--- src/rtl/twiddle_sequencer_pkg.sv ---
// Shared types and helpers for the R2^2 SDF twiddle sequencer.
//   tw_mark_t   : {en, first, last} marker carried down the latency delay line
//   seq_state_t : frame FSM state (IDLE between frames, RUN inside a frame)
//   tw_sel      : quadrant index -> twiddle multiplier (q0->0, q1->2, q2->1, q3->3)
//   tw_number   : sample count within a stage frame -> twiddle number for the table
package twiddle_sequencer_pkg;

  typedef struct packed {
    logic en;
    logic first;
    logic last;
  } tw_mark_t;

  typedef enum logic {
    IDLE = 1'b0,
    RUN  = 1'b1
  } seq_state_t;

  // Bit-reversing the quadrant gives the R2^2 ordering of the twiddle exponents.
  function automatic logic [1:0] tw_sel(input logic [1:0] q);
    return {q[0], q[1]};
  endfunction

  // The low LOG_M-2 count bits give the index inside a quadrant, scaled up so a
  // smaller stage walks the full-size table in coarser steps. The product is
  // always below 2^LOG_N, so callers may truncate to LOG_N bits.
  function automatic logic [31:0] tw_number(input logic [31:0] count,
                                            input int log_n,
                                            input int log_m);
    logic [31:0] mask;
    logic [31:0] n;
    logic [1:0]  q;
    mask = (32'd1 << (log_m - 2)) - 32'd1;
    n    = (count & mask) << (log_n - log_m);
    q    = 2'((count >> (log_m - 2)) & 32'd3);
    return n * {30'd0, tw_sel(q)};
  endfunction

endpackage

--- src/rtl/twiddle_sequencer_delay_line.sv ---
// Fixed-depth shift register used to align frame markers with the converted
// twiddle output. Shifts every cycle; a cycle without input pushes a bubble.
//   clock : master clock
//   reset : synchronous active-high reset, empties the line
//   clear : synchronous flush, empties the line
//   din   : value entering stage 0
//   dout  : value leaving the last stage (din itself when DEPTH is 0)
//   taps  : every stage, so the owner can see what is still in flight
module tw_delay_line
  import twiddle_sequencer_pkg::*;
#(
  parameter int  DEPTH = 3,
  parameter type T     = tw_mark_t
) (
  input  logic clock,
  input  logic reset,
  input  logic clear,
  input  T     din,
  output T     dout,
  output T [(DEPTH > 0 ? DEPTH : 1)-1:0] taps
);

  if (DEPTH == 0) begin : g_wire
    assign dout = din;
    assign taps = '0;
  end else begin : g_shift
    T [DEPTH-1:0] stages;

    // Stage 0 takes the new value, every other stage takes its predecessor.
    always_ff @(posedge clock) begin
      if (reset || clear) begin
        stages <= '0;
      end else begin
        stages[0] <= din;
        for (int i = 1; i < DEPTH; i++) begin
          stages[i] <= stages[i-1];
        end
      end
    end

    assign dout = stages[DEPTH-1];
    assign taps = stages;
  end

endmodule

--- src/rtl/twiddle_sequencer.sv ---
// Twiddle sequencer for one R2^2 SDF stage: counts accepted samples within an
// M-point frame, issues the registered twiddle number to the table/converter
// pair, and delays the valid/first/last markers so they line up with the
// converted twiddle.
//   clock    : master clock
//   reset    : synchronous active-high reset (priority over clear)
//   clear    : synchronous abort; drops the frame and flushes the delay line
//   di_en    : input sample valid, one sample accepted per cycle
//   tw_addr  : twiddle number (registered, updates only on accepted samples)
//   tw_zero  : tw_addr is zero (multiplier bypass hint)
//   tc_en    : converted twiddle valid
//   tc_first : with tc_en, sample 0 of the frame
//   tc_last  : with tc_en, sample M-1 of the frame
//   busy     : frame in progress or markers still in flight
module twiddle_sequencer
  import twiddle_sequencer_pkg::*;
#(
  parameter int LOG_N = 6,
  parameter int LOG_M = 6,
  parameter int TW_FF = 1,
  parameter int TC_FF = 1
) (
  input  logic             clock,
  input  logic             reset,
  input  logic             clear,
  input  logic             di_en,
  output logic [LOG_N-1:0] tw_addr,
  output logic             tw_zero,
  output logic             tc_en,
  output logic             tc_first,
  output logic             tc_last,
  output logic             busy
);

  // One cycle for the tw_addr register plus the optional table/converter registers.
  localparam int L = 1 + TW_FF + TC_FF;

  logic [LOG_M-1:0] count;
  seq_state_t       state;
  logic [LOG_N-1:0] tw_next;
  logic             accept;
  logic             any_en;
  tw_mark_t         mark_in;
  tw_mark_t         mark_out;
  tw_mark_t [L-1:0] taps;

  // A sample that coincides with clear is dropped, so it never makes a marker.
  assign accept  = di_en & ~clear;
  assign tw_next = LOG_N'(tw_number(32'(count), LOG_N, LOG_M));

  assign mark_in.en    = accept;
  assign mark_in.first = accept & (count == '0);
  assign mark_in.last  = accept & (count == '1);

  // Counter, frame FSM and twiddle register all advance only on an accepted
  // sample; a stall simply holds everything. The last sample of a frame goes
  // back to IDLE, and the count wrap to zero lets the next sample restart RUN
  // without a gap cycle.
  always_ff @(posedge clock) begin
    if (reset || clear) begin
      count   <= '0;
      state   <= IDLE;
      tw_addr <= '0;
      tw_zero <= 1'b1;
    end else if (di_en) begin
      count   <= count + 1'b1;
      tw_addr <= tw_next;
      tw_zero <= (tw_next == '0);
      case (state)
        IDLE:    state <= RUN;
        RUN:     state <= (count == '1) ? IDLE : RUN;
        default: state <= IDLE;
      endcase
    end
  end

  tw_delay_line #(
    .DEPTH (L),
    .T     (tw_mark_t)
  ) u_delay (
    .clock (clock),
    .reset (reset),
    .clear (clear),
    .din   (mark_in),
    .dout  (mark_out),
    .taps  (taps)
  );

  assign tc_en    = mark_out.en;
  assign tc_first = mark_out.first;
  assign tc_last  = mark_out.last;

  always_comb begin
    any_en = 1'b0;
    for (int i = 0; i < L; i++) begin
      any_en = any_en | taps[i].en;
    end
  end

  assign busy = (state == RUN) | any_en;

endmodule

--- config.mk ---
export PLATFORM = sky130hd
export DESIGN_NAME = twiddle_sequencer
export DESIGN_NICKNAME = d
export VERILOG_FILES = /design/src/rtl/twiddle_sequencer_pkg.sv /design/src/rtl/twiddle_sequencer_delay_line.sv /design/src/rtl/twiddle_sequencer.sv
export SDC_FILE = /design/constraint.sdc
export NUM_CORES = 1
export LEC_CHECK = 0
export CAP_MARGIN = 5
export CORE_MARGIN = 4
export CORE_UTILIZATION = 45
export DETAILED_ROUTE_END_ITERATION = 8
export GPL_TIMING_DRIVEN = 1
export PLACE_DENSITY = 0.68
export SKIP_LAST_GASP = 1
export SYNTH_ARGS = -nofsm -noshare
export SYNTH_HDL_FRONTEND = slang
export SYNTH_SLANG_ARGS = --single-unit
export TNS_END_PERCENT = 1
--- constraint.sdc ---
create_clock -name clock -period 3.55 [get_ports clock]
set_input_delay 0.8875 -clock clock [delete_from_list [all_inputs] [get_ports clock]]
set_output_delay 0.8875 -clock clock [all_outputs]
set_load 0.005 [all_outputs]
==> results of run 1 <==
## worst max-delay path, delay by kind of cell (launching register included)
kind          cells  cell delay, ns
flops             1            0.35
simple gates      1            0.52
buf+inv           1            0.46
## layer usage
metal | part of all wire, % | track usage, % | routed length (um) | up-vias
met5 | 0 | 0 | 0 | -
met4 | 0.75 | 6.073 | 13 | 0
met3 | 4.4 | 2.413 | 77 | 2
met2 | 45 | 23.62 | 793 | 12
met1 | 49 | 18.56 | 859 | 345
li1 | - | - | - | 379
## final cells by class
cell class / instances / area [sq um] / share of cell area, %
Clock inverter: 1 / 5.005 / 0.4233
Clock buffer: 3 / 22.52 / 1.905
Inverter: 6 / 22.52 / 1.905
Timing Repair Buffer: 15 / 147.6 / 12.49
Tap cell: 27 / 33.78 / 2.857
Multi-Input combinational cell: 71 / 490.5 / 41.48
Sequential cell: 23 / 460.4 / 38.94
## power by group
group / leakage [nW] / switching, mW / internal (mW)
clock: 0.0177 / 0.0774 / 0.0420
combinational: 0.275 / 0.0112 / 0.0119
sequential: 0.186 / 0.00272 / 0.262
total: 0.479 / 0.0913 / 0.315
## registers in the layout (all words and copies together) (netlist names)
register,flops
u_delay.dout,3
count,6
tw_addr,6
u_delay.taps,6
state,1
tw_zero,1
## kinds of logic after synthesis
family	after synthesis	share of synthesized area, %
AO/OA/AOI/OAI	13	8.146
XOR/XNOR	6	5.263
adder cells (fa/ha/maj)	6	8.271
buffers and inverters	11	4.761
flip-flops	23	46.12
multiplexers	3	3.008
AND/OR/NAND/NOR	43	24.44
## how the worst max path moves through the flow
stage	startpoint	endpoint	slack [ns]
4_1_cts	state	busy	1.03
5_1_grt	state	busy	0.96
3_3_place_gp	di_en	count[5]	1.22
2_1_floorplan	count[0]	tw_zero	1.76
3_5_place_dp	di_en	count[5]	1.17
6_report	state	busy	1.04
## metrics by stage
stage / hold slack (ns) / power (mW) / instance area, sq um
after floorplan: 0.4057 / 0.2828 / 998.5
after global placement: 0.4086 / 0.2928 / 1155
after detailed placement: 0.4121 / 0.2932 / 1155
after CTS: 0.4415 / 0.4120 / 1182
after global routing: 0.4636 / 0.4237 / 1182
final: 0.4383 / 0.4067 / 1182
## layout by cell type, fill, tap and decap left out, types with 2 or more instances in the layout
cell,instances
nand3_1,2
o21ai_0,2
nor2_1,11
a21o_1,2
inv_1,6
mux2i_1,3
ha_1,5
xor2_1,5
nand2_1,2
clkdlybuf4s50_1,14
dfxtp_1,23
a21oi_1,5
nand2b_1,3
nand4_1,2
and2_1,14
clkbuf_4,3
==> flow_metrics.tcl, run 1 <==
set metrics [dict create \
    outcome "finished clean" \
    fillers 190 \
    crit_path_max_fanout 3 \
    grt_max_degree 14 \
    cts.htree.levels 1 \
    arrival_ns 1.62 \
    hold_path_end "u_delay.dout[1]" \
    synthCells 105 \
    fin_skew_ns 0.007183 \
    clock_sinks 23 \
    cp-end-kind "output pin" \
    crit_type "flop to output pin" \
    slew_headroom_pct 66.77 \
    ant_nets 0 \
    min-delay-start "u_delay.taps[4]" \
    drv_slew 0 \
    period_needed_ns 2.511 \
    synth_flop_cell "dfxtp_1" \
    place_congestion 0.8015 \
    reg2reg_depth 7 \
    async_reset_ff_share_pct 0 \
    seq_area_frac_synth_pct 46.12 \
    syn_nets 115 \
    wl_per_cell_um 11.95 \
    stdcell_count 146 \
    viasPerCell 5.055 \
    drt_iter0_markers 4 \
    ys_top_cells_by_area "dfxtp_1 (46%), and2_1 (8.8%), ha_1 (6.3%), xor2_1 (4.4%), nor2_1 (4.1%)" \
    final_nets 130 \
    synth_most_common_cell "dfxtp_1" \
    avgSynthCellArea_sq_um 9.509 \
    r2r_end "tw_zero" \
    cts_resized 0 \
    dp_slack_ns 1.175 \
    place_inst 142 \
    finalWorstSetupSlack_ns 1.039 \
    grt-ovfl-total 0 \
    syn_area_sq_um 998.5 \
    clock_latency_ns 0.31 \
    antenna_found_initial 0 \
    die_h_um 55.11 \
    crit_path_start_kind "flop" \
    die_w_um 55.11 \
    min_path_type "flop to flop" \
    yosys.area.top_type_share_pct 46.12 \
    rsz0062_at_grt "false" \
    post_cts_buffers 0 \
    dieArea_sq_um 3037 \
    finalSetupViolCount 0 \
    ios 15 \
    io_buffers 14 \
    wl_um 1744 \
    coreArea_sq_um 2042 \
    reg2reg_setup_slack_ns 1.51 \
    r2r-start "count[0]" \
    synth_area_leader_cell "dfxtp_1" \
    vias 738 \
    hold_buffers 0 \
    clockRootBuffer "clkbuf_4" \
    final_core_util_pct 57.90 \
    vdd_drop_max_uv 262.3 \
    diodes 0 \
    firstDrtPassIters 3 \
    ys_types 31 \
    crit_chain "or4_1 -> clkdlybuf4s50_1" \
    first_global_vias 722 \
    ys_ff_latch 23 \
    ys_warn_count 0 \
    track_usage_pct 14.40 \
    synth_edf_count 0 \
    cp_slowest_stage_delay_ns 0.52 \
    areaGrowthSynthToFinish_pct 18.42 \
    drc 0 \
    cts_buffer_depth 2 \
    power_density_nw_per_um2 344.0 \
    whs_path_depth 1 \
    hold_violations 0 \
    cp.required_ns 2.66 \
    fmax_mhz 398.3 \
    start_util_pct 48.90 \
    grt_first_pass_wirelength_um 3111 \
    tightest_slew_ns 0.4965 \
    row_count 16 \
    cts_tree "built" \
    synth_commonest_cells "dfxtp_1 (23), and2_1 (14), nor2_1 (11)" \
    critical_path.slowest_cell "or4_1" \
    fin_tns_setup_ns 0 \
    dp_hpwl_um 1253 \
    fin_crit_sh_pct 70.73 \
    clk_pin_slew_ns 0.12 \
    drive_gt1_share_pct 6.723 \
    numCtsBuffers 3 \
    leakage_nw 0.4791 \
    drv_cap 0 \
]
(Power assumes the default switching activity.)
==> run 2: changes to the inputs <==
==> constraint.sdc (replaced) <==
create_clock -name clock -period 2.43 [get_ports clock]
set_input_delay 0.6075 -clock clock [delete_from_list [all_inputs] [get_ports clock]]
set_output_delay 0.6075 -clock clock [all_outputs]
set_load 0.005 [all_outputs]
==> run 2 against run 1 <==
Design area is 1.3% higher. Combinational power is 55% higher. Global-route usage is 0.99 points lower. Routed wire length is 2.0% lower. Clock skew is 0.0015 ns lower. Sequential power is 46% higher. Register-to-register slack worse by 1.0 ns. Clock power is 45% higher. Largest cell class unchanged. Critical path type unchanged. First-iteration DRC count is 25% lower. Hold slack hardly changed. Via count is 2.8% lower. Count of clock-buffer cells in the layout stayed put.
==> flow_metrics.tcl, run 2 (synthesized netlist as in run 1, its figures left out) <==
set metrics [dict create \
    drc 0 \
    whs_path_depth 1 \
    layout_common_cells "dfxtp_1 (23), and2_1 (14), clkdlybuf4s50_1 (14), nor2_1 (11), inv_1 (6)" \
    post_cts_buffers 0 \
    cp.required_ns 1.82 \
    fillers 199 \
    crit_path_max_fanout 3 \
    dp_hpwl_um 1312 \
    power_density_nw_per_um2 495.5 \
    leakage_nw 0.4890 \
    clock_power_share_pct 29.0 \
    vdd_drop_max_uv 406.9 \
    wl_per_cell_um 11.55 \
    finalPower_uw 593.3 \
    cts_buffer_depth 2 \
    final_nets 132 \
    crit_type "flop to output pin" \
    first_global_vias 672 \
    min-delay-start "u_delay.taps[4]" \
    finalSetupViolCount 0 \
    place_inst 144 \
    ant_nets 0 \
    p_seq_share_pct 65.0 \
    start_util_pct 48.90 \
    grt_first_pass_wirelength_um 2870 \
    grt-ovfl-total 0 \
    hold_violations 0 \
    finalWorstSetupSlack_ns 0.2270 \
    numCtsBuffers 3 \
    cts_resized 0 \
    dieArea_sq_um 3037 \
    areaGrowthSynthToFinish_pct 19.92 \
    drv_slew 0 \
    reg2reg_setup_slack_ns 0.47 \
    slew_headroom_pct 82.49 \
    clock_sinks 23 \
    firstDrtPassIters 4 \
    drive_gt1_share_pct 8.264 \
    viasPerCell 4.845 \
    track_usage_pct 13.40 \
    row_count 16 \
    clockRootBuffer "clkbuf_4" \
    fin_skew_ns 0.005712 \
    place_congestion 0.8142 \
    final_common_cell "dfxtp_1" \
    wl_um 1709 \
    hold_path_end "u_delay.dout[1]" \
    diodes 0 \
    reg2reg_depth 7 \
    intPower_uw 462.9 \
    fin_crit_sh_pct 90.66 \
    io_buffers 14 \
    arrival_ns 1.60 \
    hold_buffers 0 \
    period_needed_ns 2.203 \
    ios 15 \
    power_switching_uw 130.4 \
    die_h_um 55.11 \
    vias 717 \
    cp-end-kind "output pin" \
    cts.htree.levels 1 \
    drv_cap 0 \
    coreArea_sq_um 2042 \
    clk_pin_slew_ns 0.12 \
    grt_max_degree 14 \
    crit_path_start_kind "flop" \
    dp_slack_ns 0.4977 \
    min_path_type "flop to flop" \
    antenna_found_initial 0 \
    stdcell_count 148 \
    r2r-start "count[0]" \
    clock_latency_ns 0.30 \
    r2r_end "tw_zero" \
    fin_tns_setup_ns 0 \
    power_switching_share_pct 21.98 \
    cts_tree "built" \
    die_w_um 55.11 \
    fmax_mhz 453.9 \
    p_comb_share_pct 6.0 \
    drt_iter0_markers 3 \
    outcome "finished clean" \
    rsz0062_at_grt "false" \
    tightest_slew_ns 0.2603 \
]
==> run 2: cell types whose count changed in the layout (fill, tap and decap cells not counted) <==
| cell | delta |
|---|---|
| buf_4 | +2 |
==> run 2: metal layers <==
layer	global-route usage, %	vias to the layer above	wire length, um
met5	0	-	0
met4	7.287	0	0
met3	2.413	0	100
met2	21.46	16	775
met1	16.97	323	832
li1	-	378	-
==> run 2: per-stage QoR <==
step	util (%)	area, sq um	hold WS [ns]
global route	58.64	1197	0.4505
CTS	58.64	1197	0.4417
finish	58.64	1197	0.4384
floorplan	-	998.5	0.4057
detailed placement	57.29	1170	0.4130
global placement	57.29	1170	0.4085
==> run 2: power by group through the flow <==
stage | logic, mW | registers (mW) | clock network (mW)
after global routing | 0.0405 | 0.387 | 0.193
final | 0.0359 | 0.386 | 0.172
after CTS | 0.0368 | 0.386 | 0.180
after detailed placement | 0.0365 | 0.394 | 0
after global placement | 0.0362 | 0.394 | 0
after floorplan | 0.0196 | 0.394 | 0
==> run 2: final cells by class <==
cell class	instances	area (sq um)	area share [%]
inverter	6	22.52	1.881
multi-input combinational	71	490.5	40.96
sequential	23	460.4	38.45
clock inverter	1	5.005	0.4180
tap	27	33.78	2.821
timing repair buffer	17	162.7	13.58
clock buffer	3	22.52	1.881
==> run 2: worst max-delay path: stages (launching register included) <==
cell and delay (ns):
dfxtp_1 0.34, or4_1 0.50, clkdlybuf4s50_1 0.45
==> run 2: how the worst max path moves through the flow <==
| stage | startpoint | endpoint | slack, ns |
|---|---|---|---|
| 2_1_floorplan | count[0] | tw_zero | 0.64 |
| 3_3_place_gp | state | busy | 0.57 |
| 3_5_place_dp | count[0] | tw_zero | 0.50 |
| 4_1_cts | state | busy | 0.21 |
| 5_1_grt | state | busy | 0.14 |
| 6_report | state | busy | 0.23 |
==> run 3: changes to the inputs <==
--- a/config.mk
+++ b/config.mk
@@ -6,6 +6,7 @@
 export NUM_CORES = 1
 export LEC_CHECK = 0
 export CAP_MARGIN = 5
+export CORE_ASPECT_RATIO = 1.25
 export CORE_MARGIN = 4
 export CORE_UTILIZATION = 45
 export DETAILED_ROUTE_END_ITERATION = 8
==> run 3 against run 2 <==
Register-to-register slack lost 0.06 ns. First-iteration DRC count grew to 3.7 times the previous value. Setup slack lost 0.024 ns. Maximum frequency shrank 1.1%. Critical endpoint unchanged. Largest cell class unchanged. Clock power is essentially flat. Sequential power is essentially flat. Via count shrank 0.14%. Count of clock-buffer cells in the layout is the same. Final cell count grew 1.4%. Design area shrank 0.31%.
==> flow_metrics.tcl, run 3 (synthesized netlist as in run 1, its figures left out) <==
set metrics [dict create \
    clock_latency_ns 0.31 \
    r2r_end "tw_zero" \
    rsz0062_at_grt "false" \
    viasPerCell 4.773 \
    vias 716 \
    ant_nets 0 \
    leakage_nw 0.4839 \
    first_global_vias 680 \
    clk_pin_slew_ns 0.12 \
    tightest_slew_ns 0.4357 \
    hold_buffers 0 \
    vdd_drop_max_uv 337.0 \
    post_cts_buffers 0 \
    clockRootBuffer "clkbuf_4" \
    drive_gt1_share_pct 7.500 \
    min_path_type "flop to flop" \
    crit_path_start_kind "flop" \
    crit_path_max_fanout 3 \
    crit_end "busy" \
    cp-end-kind "output pin" \
    die_w_um 50.13 \
    fin_crit_sh_pct 91.63 \
    min-delay-start "u_delay.taps[0]" \
    grt-ovfl-total 0 \
    clock_sinks 23 \
    dp_slack_ns 0.4260 \
    firstDrtPassIters 3 \
    ios 15 \
    drv_cap 0 \
    drt_iter0_markers 11 \
    r2r-start "count[0]" \
    cp.required_ns 1.82 \
    outcome "finished clean" \
    finalPower_uw 595.0 \
    arrival_ns 1.62 \
    place_congestion 0.8082 \
    crit_chain "or4_1 -> clkdlybuf4s50_1" \
    grt_max_degree 14 \
    dp_hpwl_um 1299 \
    place_inst 146 \
    wl_um 1673 \
    finalSetupViolCount 0 \
    power_density_nw_per_um2 498.5 \
    coreArea_sq_um 2049 \
    dieArea_sq_um 3041 \
    reg2reg_depth 7 \
    final_common_cell "dfxtp_1" \
    grt_first_pass_wirelength_um 2739 \
    fin_tns_setup_ns 0 \
    cts.htree.levels 1 \
    period_needed_ns 2.227 \
    reg2reg_setup_slack_ns 0.41 \
    final_nets 131 \
    finalWorstSetupSlack_ns 0.2035 \
    crit_type "flop to output pin" \
    startpoint "state" \
    areaGrowthSynthToFinish_pct 19.55 \
    slew_headroom_pct 70.85 \
    cp_slowest_stage_delay_ns 0.51 \
    final_core_util_pct 58.24 \
    critical_path.slowest_cell "or4_1" \
    wl_per_cell_um 11.15 \
    drv_slew 0 \
    stdcell_count 150 \
    cts_tree "built" \
    start_util_pct 48.72 \
    diodes 0 \
    antenna_found_initial 0 \
    drc 0 \
    hold_violations 0 \
    cts_resized 0 \
    track_usage_pct 12.07 \
    row_count 18 \
    fin_skew_ns 0.001579 \
    fmax_mhz 449.1 \
    numCtsBuffers 3 \
    die_h_um 60.67 \
    io_buffers 14 \
    cts_buffer_depth 2 \
    layout_common_cells "dfxtp_1 (23), and2_1 (14), clkdlybuf4s50_1 (14), nor2_1 (11), inv_1 (6)" \
]
run 3: cell types whose count changed in the layout (fill, tap and decap cells not counted), sizes merged:
cell | previous run | this run
buf | 3 | 2
run 3: how the worst min path moves through the flow:
stage | endpoint | slack [ns] | cells past startpoint
floorplan | u_delay.dout[0] | 0.41 | 1
global placement | u_delay.dout[1] | 0.41 | 1
detailed placement | u_delay.taps[4] | 0.41 | 1
CTS | u_delay.taps[4] | 0.44 | 1
global route | u_delay.taps[4] | 0.47 | 1
finish | u_delay.taps[3] | 0.44 | 1
run 3: layer usage:
metal,routed length (um),GRT usage [%],vias to the layer above,part of all wire [%]
met4,40,8.300,0,2.4
met1,741,12.61,319,44
li1,-,-,381,-
met2,826,21.27,11,49
met3,64,3.194,5,3.8
met5,0,0,-,0
run 3: report_power, final:
group / leakage (nW) / internal [mW] / switching, mW
registers: 0.186 / 0.382 / 0.00404
clock network: 0.0177 / 0.0616 / 0.113
logic: 0.280 / 0.0185 / 0.0159
run 3: stage by stage:
step | area [sq um] | hold WS, ns
floorplan | 998.5 | 0.4057
global placement | 1166 | 0.4136
detailed placement | 1166 | 0.4133
CTS | 1194 | 0.4435
global route | 1194 | 0.4656
finish | 1194 | 0.4405
run 3: area by class of cell:
type,count,area (sq um)
tap,30,37.54
clock inverter,1,5.005
sequential,23,460.4
multi-input combinational,71,490.5
clock buffer,3,22.52
timing repair buffer,16,155.1
fill,185,855.8
inverter,6,22.52
run 3: critical path: cells and delay by family (launching register included):
family / cells / cell delay, ns
AND/OR/NAND/NOR: 1 / 0.51
buffers and inverters: 1 / 0.46
flip-flops: 1 / 0.35
